**config.mk**
```make
export PLATFORM = sky130hd
export DESIGN_NAME = reg_commit_ctrl_flat
export DESIGN_NICKNAME = d
export VERILOG_FILES = /design/src/rtl/reg_commit_ctrl_pkg.sv /design/src/rtl/reg_commit_ctrl_if.sv /design/src/rtl/reg_commit_ctrl_flush_walker.sv /design/src/rtl/reg_commit_ctrl.sv /design/src/flat_wrapper.sv
export SDC_FILE = /design/constraint.sdc
export NUM_CORES = 1
export LEC_CHECK = 0
export CAP_MARGIN = 20
export CORE_ASPECT_RATIO = 1.1
export CORE_MARGIN = 2
export CORE_UTILIZATION = 44
export CTS_CLUSTER_DIAMETER = 120
export DETAILED_ROUTE_END_ITERATION = 12
export PLACE_DENSITY = 0.95
export SLEW_MARGIN = 20
export SYNTH_ARGS = -nofsm -noshare
export SYNTH_HDL_FRONTEND = slang
export SYNTH_HIERARCHICAL = 1
export SYNTH_SLANG_ARGS = --single-unit
```
**constraint.sdc**
```tcl
create_clock -name clk -period 3.45 [get_ports clk]
set_input_delay 0.345 -clock clk [delete_from_list [all_inputs] [get_ports clk]]
set_output_delay 0.345 -clock clk [all_outputs]
set_load 0.1 [all_outputs]
```
**src/rtl/reg_commit_ctrl_pkg.sv**
```systemverilog
// Shared constants and FSM encoding for the in-order retirement controller.
package reg_commit_ctrl_pkg;

  localparam int REG_SIZE   = 32;
  localparam int REG_WIDTH  = $clog2(REG_SIZE);
  localparam int ROB_WIDTH  = 4;
  localparam int DATA_WIDTH = 32;

  localparam logic [ROB_WIDTH-1:0] ZERO_ROB = '0;

  typedef enum logic [1:0] {
    ST_RUN  = 2'd0,
    ST_WALK = 2'd1,
    ST_HALT = 2'd2
  } commit_state_e;

endpackage

```
**src/rtl/reg_commit_ctrl_if.sv**
```systemverilog
// ROB-head / register-file bundle; master is the commit controller side.
interface reg_commit_ctrl_if #(
  parameter int REG_W  = 5,
  parameter int ROB_W  = 4,
  parameter int DATA_W = 32
);
  logic              rob_head_valid;
  logic              rob_head_ready;
  logic [ROB_W-1:0]  rob_head_tag;
  logic [REG_W-1:0]  rob_head_rd;
  logic [DATA_W-1:0] rob_head_value;
  logic              rob_head_mispred;
  logic              rob_head_halt;
  logic              rob_pop;
  logic [REG_W-1:0]  rf_reg_index;
  logic [ROB_W-1:0]  rf_entry_tag;
  logic [DATA_W-1:0] rf_new_value;
  logic              rf_clear_ena;
  logic [REG_W-1:0]  rf_clear_index;
  logic              flush_out;
  logic              stall_decode;
  logic              halted;

  modport master (
    input  rob_head_valid, rob_head_ready, rob_head_tag, rob_head_rd,
           rob_head_value, rob_head_mispred, rob_head_halt,
    output rob_pop, rf_reg_index, rf_entry_tag, rf_new_value,
           rf_clear_ena, rf_clear_index, flush_out, stall_decode, halted
  );

  modport slave (
    output rob_head_valid, rob_head_ready, rob_head_tag, rob_head_rd,
           rob_head_value, rob_head_mispred, rob_head_halt,
    input  rob_pop, rf_reg_index, rf_entry_tag, rf_new_value,
           rf_clear_ena, rf_clear_index, flush_out, stall_decode, halted
  );
endinterface

```
**src/rtl/reg_commit_ctrl_flush_walker.sv**
```systemverilog
// Post-flush register walk: clears busy/tag of registers 1..REG_SIZE-1, one per cycle.
module reg_commit_ctrl_flush_walker #(
  parameter int REG_SIZE = 32,
  parameter int IDX_W    = $clog2(REG_SIZE)
) (
  input  logic             clk,
  input  logic             rst,
  input  logic             start,
  output logic             busy,
  output logic             clear_ena,
  output logic [IDX_W-1:0] clear_index
);

  localparam logic [IDX_W-1:0] LAST_IDX = IDX_W'(REG_SIZE - 1);

  logic [IDX_W-1:0] walk_idx;

  // NOTE: sequential state uses non-blocking assignments so every register samples pre-edge values.
  always_ff @(posedge clk or posedge rst) begin
    if (rst) begin
      busy     <= 1'b0;
      walk_idx <= '0;
    end else if (start) begin
      busy     <= 1'b1;
      walk_idx <= IDX_W'(1);
    end else if (busy) begin
      if (walk_idx == LAST_IDX) begin
        busy     <= 1'b0;
        walk_idx <= '0;
      end else begin
        walk_idx <= walk_idx + IDX_W'(1);
      end
    end
  end

  assign clear_ena   = busy;
  assign clear_index = walk_idx;

endmodule

```
**src/rtl/reg_commit_ctrl.sv**
```systemverilog
// In-order retirement controller: ROB head -> register file write port, flush + register walk.
// Optional retired-instruction counter enabled by defining COMMIT_CNT_EN.
module reg_commit_ctrl
  import reg_commit_ctrl_pkg::*;
#(
  parameter int REG_SIZE = reg_commit_ctrl_pkg::REG_SIZE,
  parameter int ROB_W    = ROB_WIDTH,
  parameter int DATA_W   = DATA_WIDTH
) (
  input  logic clk,
  input  logic rst,
  reg_commit_ctrl_if.master bus
`ifdef COMMIT_CNT_EN
  ,
  output logic [31:0] commit_count
`endif
);

  localparam int               IDX_W    = $clog2(REG_SIZE);
  localparam logic [IDX_W-1:0] LAST_IDX = IDX_W'(REG_SIZE - 1);

  commit_state_e     state, state_nxt;
  logic              pop;
  logic              flush_q;
  logic              walk_busy;
  logic              walk_last;
  logic [IDX_W-1:0]  walk_index;
  logic [IDX_W-1:0]  wr_index;
  logic [ROB_W-1:0]  wr_tag;
  logic [DATA_W-1:0] wr_value;

  // The walk starts on the flush cycle itself, so clearing begins the cycle after flush_out.
  reg_commit_ctrl_flush_walker #(.REG_SIZE(REG_SIZE)) u_walker (
    .clk         (clk),
    .rst         (rst),
    .start       (flush_q),
    .busy        (walk_busy),
    .clear_ena   (bus.rf_clear_ena),
    .clear_index (walk_index)
  );

  assign walk_last          = walk_busy && (walk_index == LAST_IDX);
  assign bus.rf_clear_index = walk_index;

  always_ff @(posedge clk or posedge rst) begin
    if (rst) state <= ST_RUN;
    else     state <= state_nxt;
  end

  // NOTE: every combinational output gets a default first so no latch is inferred.
  always_comb begin
    state_nxt = state;
    case (state)
      ST_RUN: begin
        if (pop) begin
          if (bus.rob_head_halt)         state_nxt = ST_HALT;
          else if (bus.rob_head_mispred) state_nxt = ST_WALK;
        end
      end
      ST_WALK: if (walk_last) state_nxt = ST_RUN;
      ST_HALT: state_nxt = ST_HALT;
      default: state_nxt = ST_RUN;
    endcase
  end

  always_comb begin
    pop              = 1'b0;
    bus.stall_decode = flush_q;
    bus.halted       = 1'b0;
    case (state)
      ST_RUN:  pop              = bus.rob_head_valid & bus.rob_head_ready;
      ST_WALK: bus.stall_decode = 1'b1;
      ST_HALT: bus.halted       = 1'b1;
      default: ;
    endcase
  end

  assign bus.rob_pop = pop;

  // Halt outranks mispredict: a halting branch never flushes.
  always_ff @(posedge clk or posedge rst) begin
    if (rst) begin
      flush_q  <= 1'b0;
      wr_index <= '0;
      wr_tag   <= ROB_W'(ZERO_ROB);
      wr_value <= '0;
    end else begin
      flush_q <= pop & bus.rob_head_mispred & ~bus.rob_head_halt;
      if (pop) begin
        wr_index <= bus.rob_head_rd;
        wr_tag   <= bus.rob_head_tag;
        wr_value <= bus.rob_head_value;
      end else begin
        wr_index <= '0;
        wr_tag   <= ROB_W'(ZERO_ROB);
      end
    end
  end

  assign bus.flush_out    = flush_q;
  assign bus.rf_reg_index = wr_index;
  assign bus.rf_entry_tag = wr_tag;
  assign bus.rf_new_value = wr_value;

`ifdef COMMIT_CNT_EN
  always_ff @(posedge clk or posedge rst) begin
    if (rst)      commit_count <= '0;
    else if (pop) commit_count <= commit_count + 32'd1;
  end
`endif

endmodule

```
**src/flat_wrapper.sv**
```systemverilog
// flat-port wrapper written by rule: the top's interface ports become plain ports
module reg_commit_ctrl_flat import reg_commit_ctrl_pkg::*;
#(
  parameter int REG_SIZE = reg_commit_ctrl_pkg::REG_SIZE,
  parameter int ROB_W    = ROB_WIDTH,
  parameter int DATA_W   = DATA_WIDTH
)
  (clk, rst, bus_rob_head_valid, bus_rob_head_ready, bus_rob_head_tag, bus_rob_head_rd, bus_rob_head_value, bus_rob_head_mispred, bus_rob_head_halt, bus_rob_pop, bus_rf_reg_index, bus_rf_entry_tag, bus_rf_new_value, bus_rf_clear_ena, bus_rf_clear_index, bus_flush_out, bus_stall_decode, bus_halted);
  reg_commit_ctrl_if #(.REG_W(REG_WIDTH), .ROB_W(ROB_W), .DATA_W(DATA_W)) bus_i ();
  input  logic clk;
  input  logic rst;
  input wire logic [$bits(bus_i.rob_head_valid)-1:0] bus_rob_head_valid;
  input wire logic [$bits(bus_i.rob_head_ready)-1:0] bus_rob_head_ready;
  input wire logic [$bits(bus_i.rob_head_tag)-1:0] bus_rob_head_tag;
  input wire logic [$bits(bus_i.rob_head_rd)-1:0] bus_rob_head_rd;
  input wire logic [$bits(bus_i.rob_head_value)-1:0] bus_rob_head_value;
  input wire logic [$bits(bus_i.rob_head_mispred)-1:0] bus_rob_head_mispred;
  input wire logic [$bits(bus_i.rob_head_halt)-1:0] bus_rob_head_halt;
  output wire logic [$bits(bus_i.rob_pop)-1:0] bus_rob_pop;
  output wire logic [$bits(bus_i.rf_reg_index)-1:0] bus_rf_reg_index;
  output wire logic [$bits(bus_i.rf_entry_tag)-1:0] bus_rf_entry_tag;
  output wire logic [$bits(bus_i.rf_new_value)-1:0] bus_rf_new_value;
  output wire logic [$bits(bus_i.rf_clear_ena)-1:0] bus_rf_clear_ena;
  output wire logic [$bits(bus_i.rf_clear_index)-1:0] bus_rf_clear_index;
  output wire logic [$bits(bus_i.flush_out)-1:0] bus_flush_out;
  output wire logic [$bits(bus_i.stall_decode)-1:0] bus_stall_decode;
  output wire logic [$bits(bus_i.halted)-1:0] bus_halted;
  assign bus_i.rob_head_valid = bus_rob_head_valid;
  assign bus_i.rob_head_ready = bus_rob_head_ready;
  assign bus_i.rob_head_tag = bus_rob_head_tag;
  assign bus_i.rob_head_rd = bus_rob_head_rd;
  assign bus_i.rob_head_value = bus_rob_head_value;
  assign bus_i.rob_head_mispred = bus_rob_head_mispred;
  assign bus_i.rob_head_halt = bus_rob_head_halt;
  assign bus_rob_pop = bus_i.rob_pop;
  assign bus_rf_reg_index = bus_i.rf_reg_index;
  assign bus_rf_entry_tag = bus_i.rf_entry_tag;
  assign bus_rf_new_value = bus_i.rf_new_value;
  assign bus_rf_clear_ena = bus_i.rf_clear_ena;
  assign bus_rf_clear_index = bus_i.rf_clear_index;
  assign bus_flush_out = bus_i.flush_out;
  assign bus_stall_decode = bus_i.stall_decode;
  assign bus_halted = bus_i.halted;
  reg_commit_ctrl #(.REG_SIZE(REG_SIZE), .ROB_W(ROB_W), .DATA_W(DATA_W)) u_core (.clk(clk), .rst(rst), .bus(bus_i));
endmodule
```
Word level (Yosys, flattened, before mapping)
Cells that the tools add are included.
{"block": "totals", "register_bits": 50, "elab_cells": 38, "inputBits": 47, "out_inout_bits": 51}
{"block": "classes", "bitwise_logic": 4, "reduce_logical": 4, "eq_ne": 6, "add_sub_neg": 1, "n_mux": 16}
{"cell": "$mux W5", "n": 4}
{"cell": "$mux W2", "n": 4}
{"cell": "$mux W1", "n": 6}
{"cell": "$pmux W2 S3", "n": 1}
{"cell": "$add A5 B1 Y5 const B", "n": 1}
{"cell": "$eq A5 B5 Y1 const B", "n": 1}
{"cell": "$mux W4", "n": 1}
{"cell": "$ne A2 B1 Y1 const B", "n": 2}
{"cell": "$and A1 B1 Y1", "n": 3}
{"cell": "$ne A3 B3 Y1 const B", "n": 1}
{"cell": "$reduce_and A3 Y1", "n": 1}
{"cell": "$eq A2 B1 Y1 const B", "n": 1}
{"cell": "$eq A2 B2 Y1 const B", "n": 1}
{"cell": "$logic_not A2 Y1", "n": 1}
{"cell": "$reduce_bool A2 Y1", "n": 1}
{"cell": "$logic_and A1 B1 Y1", "n": 1}
{"cell": "$not A1 Y1", "n": 1}

Logic depth before layout (Yosys ltp)
Gate-level depths: netlist of run 1.
{"block": "depth", "word_depth": 4, "ltp_mapped": 6, "mapped_depth_nobuf": 6}

Hierarchy
Netlist of run 1, hierarchy kept.
{"mod": "reg_commit_ctrl", "area_each_um2": 1779.2, "seq_area_each_um2": 1101.1, "instances": 1, "cells_per_inst": 102}
{"mod": "reg_commit_ctrl_flush_walker", "area_each_um2": 306.5, "seq_area_each_um2": 150.1, "instances": 1, "cells_per_inst": 29}

Worst setup path after synthesis of run 1
Ideal clock, no wire load.
{"block": "synth_path", "path_type": "reg-to-reg", "start": "register u_core.u_walker.walk_idx[0], in the netlist u_core/u_walker/clear_index[0]", "end": "register u_core.u_walker.walk_idx[3], in the netlist u_core/u_walker/clear_index[3]", "slack_ps": 1186, "arrival_ps": 2171, "setup_ps": 93, "synth_period_minus_slack_ps": 2264, "n_path_buf": 0, "stages_incl_launch_ff": 7, "required_ps": 3357, "cell_sequence": "dfrtp_1 -> ha_1 -> and3_1 -> ha_1 -> nand2b_2 -> or3_1 -> a21oi_1"}
{"block": "synth_between", "elab_chain_cells": 4, "elab_cells_between_ends": 5, "classes_between": "1 x add/sub; 1 x eq/ne; 3 x mux"}
{"item": "start: declaration", "line_no": "reg_commit_ctrl_flush_walker.sv:16", "text": "logic [IDX_W-1:0] walk_idx;"}
{"item": "start signal: assignment", "line_no": "reg_commit_ctrl_flush_walker.sv:31", "text": "walk_idx <= walk_idx + IDX_W'(1);"}
{"item": "$add A5 B1 Y5 or $eq A5 B5 Y1 (tied branches)", "line_no": "reg_commit_ctrl_flush_walker.sv:31, reg_commit_ctrl_flush_walker.sv:27"}
{"item": "$mux W5 (*)", "line_no": "reg_commit_ctrl_flush_walker.sv:27", "text": "if (walk_idx == LAST_IDX) begin"}
{"item": "$mux W5 (*)", "line_no": "reg_commit_ctrl_flush_walker.sv:26", "text": "end else if (busy) begin"}
{"item": "$mux W5 (*)", "line_no": "reg_commit_ctrl_flush_walker.sv:23", "text": "end else if (start) begin"}
Every way passes the cells marked *; elsewhere a longest branch is shown, timed or not. The select of a mux whose other input is x is not followed.
A chain may end at the register's enable or synchronous reset.

Worst setup path after layout of run 1
{"block": "layout_path", "start": "register u_core.state[1]", "end": "output port bus_stall_decode"}
{"block": "layout_between", "elab_chain_cells": 2}
{"item": "start: declaration", "line_no": "reg_commit_ctrl.sv:22", "text": "commit_state_e state, state_nxt;"}
{"item": "start signal: assignment", "line_no": "reg_commit_ctrl.sv:47", "text": "else state <= state_nxt;"}
{"item": "$eq A2 B1 Y1", "line_no": "reg_commit_ctrl.sv:70", "text": "case (state)"}
{"item": "$mux W1", "line_no": "reg_commit_ctrl.sv:70"}
{"item": "end: declaration", "line_no": "flat_wrapper.sv:26", "text": "output wire logic [$bits(bus_i.stall_decode)-1:0] bus_stall_decode;"}
Every way passes these cells.

==> flow_summary_export.csv, run 1 <==
group,metric,value,unit
sta,hold_violations,0,
placement,dp_hpwl,3280,um
logic_synthesis,synth_cell_types,27,
worst_setup_path,endpoint_kind,"output pin",
logic_synthesis,postSynth.topFlopCell,"dfrtp_1",
logic_synthesis,seq_area_frac_synth,60.0,%
detailed_routing,viasPerCell,4.83,
logic_synthesis,yosysWarningCount,6,
worst_setup_path,cp.required,3.11,ns
detailed_routing,vias,1387,
worst_setup_path,rr_worst_depth,6,
cells_and_area,register_area,0.00125,mm^2
power_and_ir_drop,p_per_area,430,mW/mm^2
logic_synthesis,synth-edff-count,0,
cells_and_area,final_util,68.3,%
placement,gp_congestion,0.738,
sta,setup_violations,0,
sta,tightest_slew,1.00,ns
logic_synthesis,syn_area_per_cell,15.9,um^2
die,start_util,45.2,%
sta,rsz0062_at_grt,"false",
cells_and_area,most-common-layout-cells,"clkdlybuf4s50_1, dfrtp_1, mux2_4",
cells_and_area,final_area,0.00315,mm^2
clocking,root_buffer,"clkbuf_8",
logic_synthesis,syn-cell-area,0.00209,mm^2
cells_and_area,multi_input_area,754,um^2
sta,fmax,0.412,GHz
clocking,clockBufferDepth,2,
worst_setup_path,startpoint_type,"flop",
placement,port_buffers,97,
die,placementRows,26,
clocking,cts_made_buffers,5,
cells_and_area,nets,280,
power_and_ir_drop,ir_drop,0.250,mV
run_status,status,"complete, no violations",
grt,antenna_found_initial,0,
grt,track_usage,17.4,%
die,ios,98,
placement,placed_cell_area,0.00307,mm^2
flow_run,maxCapViolCount,0,
grt,grt-ovfl-total,0,
cells_and_area,nFillCells,339,
detailed_routing,wl,4290,um
die,fp.dieW,69.6,um
clocking,cts_resized,0,
clocking,holdBufCountCts,0,
cells_and_area,stdcell_count,287,
worst_setup_path,crit_fanout,4,
detailed_routing,drc,0,
logic_synthesis,synth_seq_cells,50,
logic_synthesis,synth_nets,180,
clocking,cts_sinks,50,
min_path,hp-class,"input port to asynchronous set/reset pin",
detailed_routing,dr.pass1.iters,3,
grt,grt_max_degree,45,
clocking,postCtsSetupBuffers,0,
clocking,clk_pin_slew_worst_paths,0.08,ns
worst_setup_path,worstPathArrival,2.08,ns
sta,min_period,2.43,ns
cells_and_area,syn_to_final_growth,51.2,%
clocking,clock_latency,0.29,ns
sta,fin_skew,0.00306,ns
sta,setup_tns,0,ns
grt,grt_pass1_vias,1467,
worst_setup_path,worstSetupPathType,"flop to output pin",
cells_and_area,layout_commonest_cell,"clkdlybuf4s50_1",
cells_and_area,antenna_cells,0,
logic_synthesis,synth_cells,131,
die,fp.coreArea,0.00462,mm^2
clocking,htree_levels,2,
detailed_routing,drt_iter0_drc,61,
power_and_ir_drop,p_leak,1.44,nW
sta,max_slew_margin,33.0,%
sta,hold_ws,0.328,ns
detailed_routing,ant_nets,0,
placement,placed_cells,280,
sta,drv_slew,0,
clocking,cts_tree,"yes",
logic_synthesis,async_flop_share,100,%
grt,grt_pass1_wl,7170,um
cells_and_area,drive_gt1_share,19.5,%
worst_setup_path,ff2ff_setup_slack,1.61,ns
sta,fin_crit_sh,70.4,%
die,dieArea,0.00531,mm^2
worst_setup_path,timing.rr.start,"u_core/u_walker/clear_index[0]",
worst_setup_path,r2r_end,"u_core/u_walker/clear_index[3]",
detailed_routing,wire_per_inst,15.0,um
die,die_height,76.2,um
[stage by stage]
step / power [mW] / setup WS, ns
floorplan: 0.924 / 1.19
global placement: 1.05 / 1.08
detailed placement: 1.06 / 1.05
CTS: 1.37 / 1.02
global route: 1.42 / 0.955
finish: 1.36 / 1.02
[registers in the layout, indices dropped and copies added, names as in the netlist]
signal                       flops
u_core/state                     2
u_core/u_walker/clear_index      5
u_core/u_walker/busy             1
u_core/bus.rf_reg_index          5
u_core/bus.rf_entry_tag          4
u_core/bus.rf_new_value         32
u_core/bus.flush_out             1
[cells in the mapped netlist (2+ instances only)]
cell type | instances | area [um^2]
dfrtp_1 | 50 | 1250
nand3_1 | 3 | 15.0
nor2_1 | 5 | 18.8
mux2_2 | 3 | 33.8
inv_1 | 4 | 15.0
mux2i_1 | 2 | 20.0
a21oi_1 | 3 | 15.0
mux2_4 | 29 | 435
ha_1 | 2 | 25.0
o21ai_0 | 2 | 10.0
buf_12 | 3 | 60.1
buf_4 | 2 | 15.0
and2_1 | 9 | 56.3
[how the worst max path moves through the flow]
stage / startpoint / endpoint / slack, ns / cells past startpoint
2_1_floorplan: u_core/u_walker/clear_index[0] / u_core/u_walker/clear_index[3] / 1.19 / 6
3_3_place_gp: bus_rob_head_ready / bus_rob_pop / 1.08 / 4
3_5_place_dp: bus_rob_head_ready / bus_rob_pop / 1.05 / 4
4_1_cts: u_core/state[1] / bus_stall_decode / 1.02 / 3
5_1_grt: u_core/state[1] / bus_stall_decode / 0.95 / 3
6_report: u_core/state[1] / bus_stall_decode / 1.02 / 3
[power by group]
group	switching [mW]	internal (mW)
sequential	0.0325	0.615
combinational	0.270	0.128
clock	0.174	0.139
total	0.476	0.882
[cell type report]
cell class	instances	share of cell area, %
sequential	50	39.7
clock inverter	1	0.238
inverter	4	0.476
timing repair buffer	99	31.2
multi-input combinational	71	23.9
clock buffer	6	2.30
tap	56	2.22
[critical path, stage by stage, from the launching register on]
cell and delay, ns:
dfrtp_1 0.42, inv_1 0.12, a21o_1 0.12, clkdlybuf4s50_1 1.13
[logic make-up after synthesis]
group,count (synthesis),synth area share (%)
flops,50,60.0
fa+ha+maj,2,1.20
mux,34,23.5
buf+inv,10,4.56
compound gates,9,2.82
simple gates,26,7.98
[per-layer routing]
metal  wire length, um  vias to the layer above  GRT usage, %  share of wire (%)
met3               315                       10          5.56                7.3
met2              2170                       62          29.0                 51
met5                 0                        -             0                  0
met1              1700                      666          21.0                 40
met4               110                        0          6.73                2.6
li1                  -                      649             -                  -
Note: power is estimated with default switching activity, not from simulation.
==> run 2, diff against run 1 <==
- CORE_UTILIZATION: 44 -> 41
- PLACE_DENSITY: 0.95 -> 0.9
- clock period: 3.45 -> 2.25 ns (I/O delays scaled with it)
==> flow_summary_export.csv, run 2 (synthesized netlist as in run 1, its figures left out) <==
group,metric,value,unit
clocking,htree_levels,2,
sta,rsz0062_at_grt,"false",
cells_and_area,final_area,0.00308,mm^2
worst_setup_path,startpoint_type,"flop",
clocking,cts_sinks,50,
clocking,root_buffer,"clkbuf_8",
grt,antenna_found_initial,0,
cells_and_area,drive_gt1_share,42.1,%
min_path,hp-class,"input port to asynchronous set/reset pin",
detailed_routing,viasPerCell,4.82,
clocking,holdBufCountCts,0,
cells_and_area,most-common-layout-cells,"buf_4, dfrtp_1, clkdlybuf4s50_1",
worst_setup_path,cp.required,2.03,ns
worst_setup_path,critPathSlowestCell,"dfrtp_1",
detailed_routing,wl,4370,um
worst_setup_path,cp_common_cell,"buf_12",
sta,hold_ws,0.193,ns
placement,placed_cell_area,0.00299,mm^2
worst_setup_path,max_stage_delay,0.46,ns
worst_setup_path,critical-path-top-delay-family,"buffers and inverters",
sta,tightest_slew,0.578,ns
power_and_ir_drop,pwr-share-seq,47.2,%
sta,max_slew_margin,61.4,%
clocking,clk_pin_slew_worst_paths,0.08,ns
sta,fin_skew,0.00163,ns
clocking,postCtsSetupBuffers,0,
detailed_routing,drt_iter0_drc,32,
run_status,status,"complete, no violations",
sta,fmax,0.532,GHz
power_and_ir_drop,p_leak,1.55,nW
placement,port_buffers,97,
worst_setup_path,worstSetupPathType,"flop to output pin",
power_and_ir_drop,clkPwrFrac,24.7,%
grt,track_usage,16.5,%
die,dieArea,0.00567,mm^2
power_and_ir_drop,ir_drop,0.354,mV
cells_and_area,stdcell_count,291,
cells_and_area,largest_register_ffs,32,
detailed_routing,vias,1403,
placement,gp_congestion,0.715,
die,placementRows,27,
die,start_util,42.0,%
power_and_ir_drop,intPower,1.37,mW
sta,drv_slew,0,
cells_and_area,nets,281,
sta,hold_violations,0,
power_and_ir_drop,p_per_area,685,mW/mm^2
power_and_ir_drop,comb_power_share,28.0,%
cells_and_area,antenna_cells,0,
clocking,clockBufferDepth,2,
die,fp.coreArea,0.00497,mm^2
placement,dp_hpwl,3250,um
sta,min_period,1.88,ns
grt,grt_pass1_wl,7160,um
worst_setup_path,crit_buf_inv,2,
sta,setup_violations,0,
worst_setup_path,worstPathArrival,1.66,ns
cells_and_area,layout_commonest_cell,"buf_4",
clocking,cts_made_buffers,5,
power_and_ir_drop,p_sw_share,34.9,%
flow_run,maxCapViolCount,0,
grt,grt_pass1_vias,1437,
power_and_ir_drop,switching_power,737,uW
worst_setup_path,crit_fanout,37,
placement,placed_cells,283,
sta,fin_crit_sh,83.6,%
clocking,clock_latency,0.29,ns
worst_setup_path,cp_cell_sequence,"nor4bb_4, buf_12, buf_12",
detailed_routing,wire_per_inst,15.0,um
worst_setup_path,endpoint_kind,"output pin",
die,ios,98,
clocking,cts_tree,"yes",
detailed_routing,dr.pass1.iters,4,
die,fp.dieW,72.0,um
cells_and_area,syn_to_final_growth,47.5,%
grt,grt-ovfl-total,0,
placement,dpl_worst_slack,0.335,ns
cells_and_area,final_util,62.0,%
sta,setup_ws,0.369,ns
die,die_height,78.8,um
detailed_routing,ant_nets,0,
sta,setup_tns,0,ns
power_and_ir_drop,finalPower,2.11,mW
clocking,cts_resized,0,
detailed_routing,drc,0,
grt,grt_max_degree,38,
==> run 2: changes by cell type in the layout (fill, tap and decap cells not counted), sizes merged <==
| cell | delta |
|---|---|
| clkdlybuf4s50 | -50 |
| clkinvlp | -1 |
| clkinv | +1 |
| buf | +51 |
| clkbuf | +1 |
==> run 2: path summary, 6_finish.rpt <==
| kind | slack [ns] | endpoint | start | cells after the start |
|---|---|---|---|---|
| min in group clk | 0.48 | u_core/bus.rf_reg_index[1] | bus_rob_head_rd[1] | 2 |
| max reg2reg | 0.41 | u_core/u_walker/clear_index[3] | u_core/u_walker/clear_index[0] | 6 |
| max | 0.37 | bus_rob_pop | u_core/state[0] | 3 |
| min | 0.19 | u_core/u_walker/clear_index[1] | rst | 2 |
| min reg2reg | 0.52 | u_core/bus.rf_new_value[31] | u_core/bus.rf_new_value[31] | 1 |
| max in group asynchronous | 1.26 | u_core/bus.rf_new_value[5] | rst | 3 |
==> run 2: per-layer routing <==
layer	vias to the layer above	routed length [um]	GRT usage (%)
met5	-	0	0
met4	0	41	5.09
met3	4	292	4.44
met2	61	2260	27.7
met1	686	1770	20.6
li1	652	-	-
==> run 2: power by group through the flow <==
stage / Combinational, mW / Clock [mW] / Sequential, mW
finish: 0.591 / 0.522 / 0.996
CTS: 0.596 / 0.549 / 0.995
global route: 0.616 / 0.579 / 1.01
detailed placement: 0.595 / 0 / 1.01
floorplan: 0.0871 / 0 / 1.33
global placement: 0.588 / 0 / 1.01
==> run 2: area by class of cell <==
| class | instances | area, um^2 |
|---|---|---|
| clock buffer | 7 | 86.3 |
| clock inverter | 1 | 5.00 |
| fill | 379 | 1890 |
| inverter | 4 | 15.0 |
| multi-input combinational | 71 | 754 |
| sequential | 50 | 1250 |
| tap | 58 | 72.6 |
| timing repair buffer | 100 | 891 |
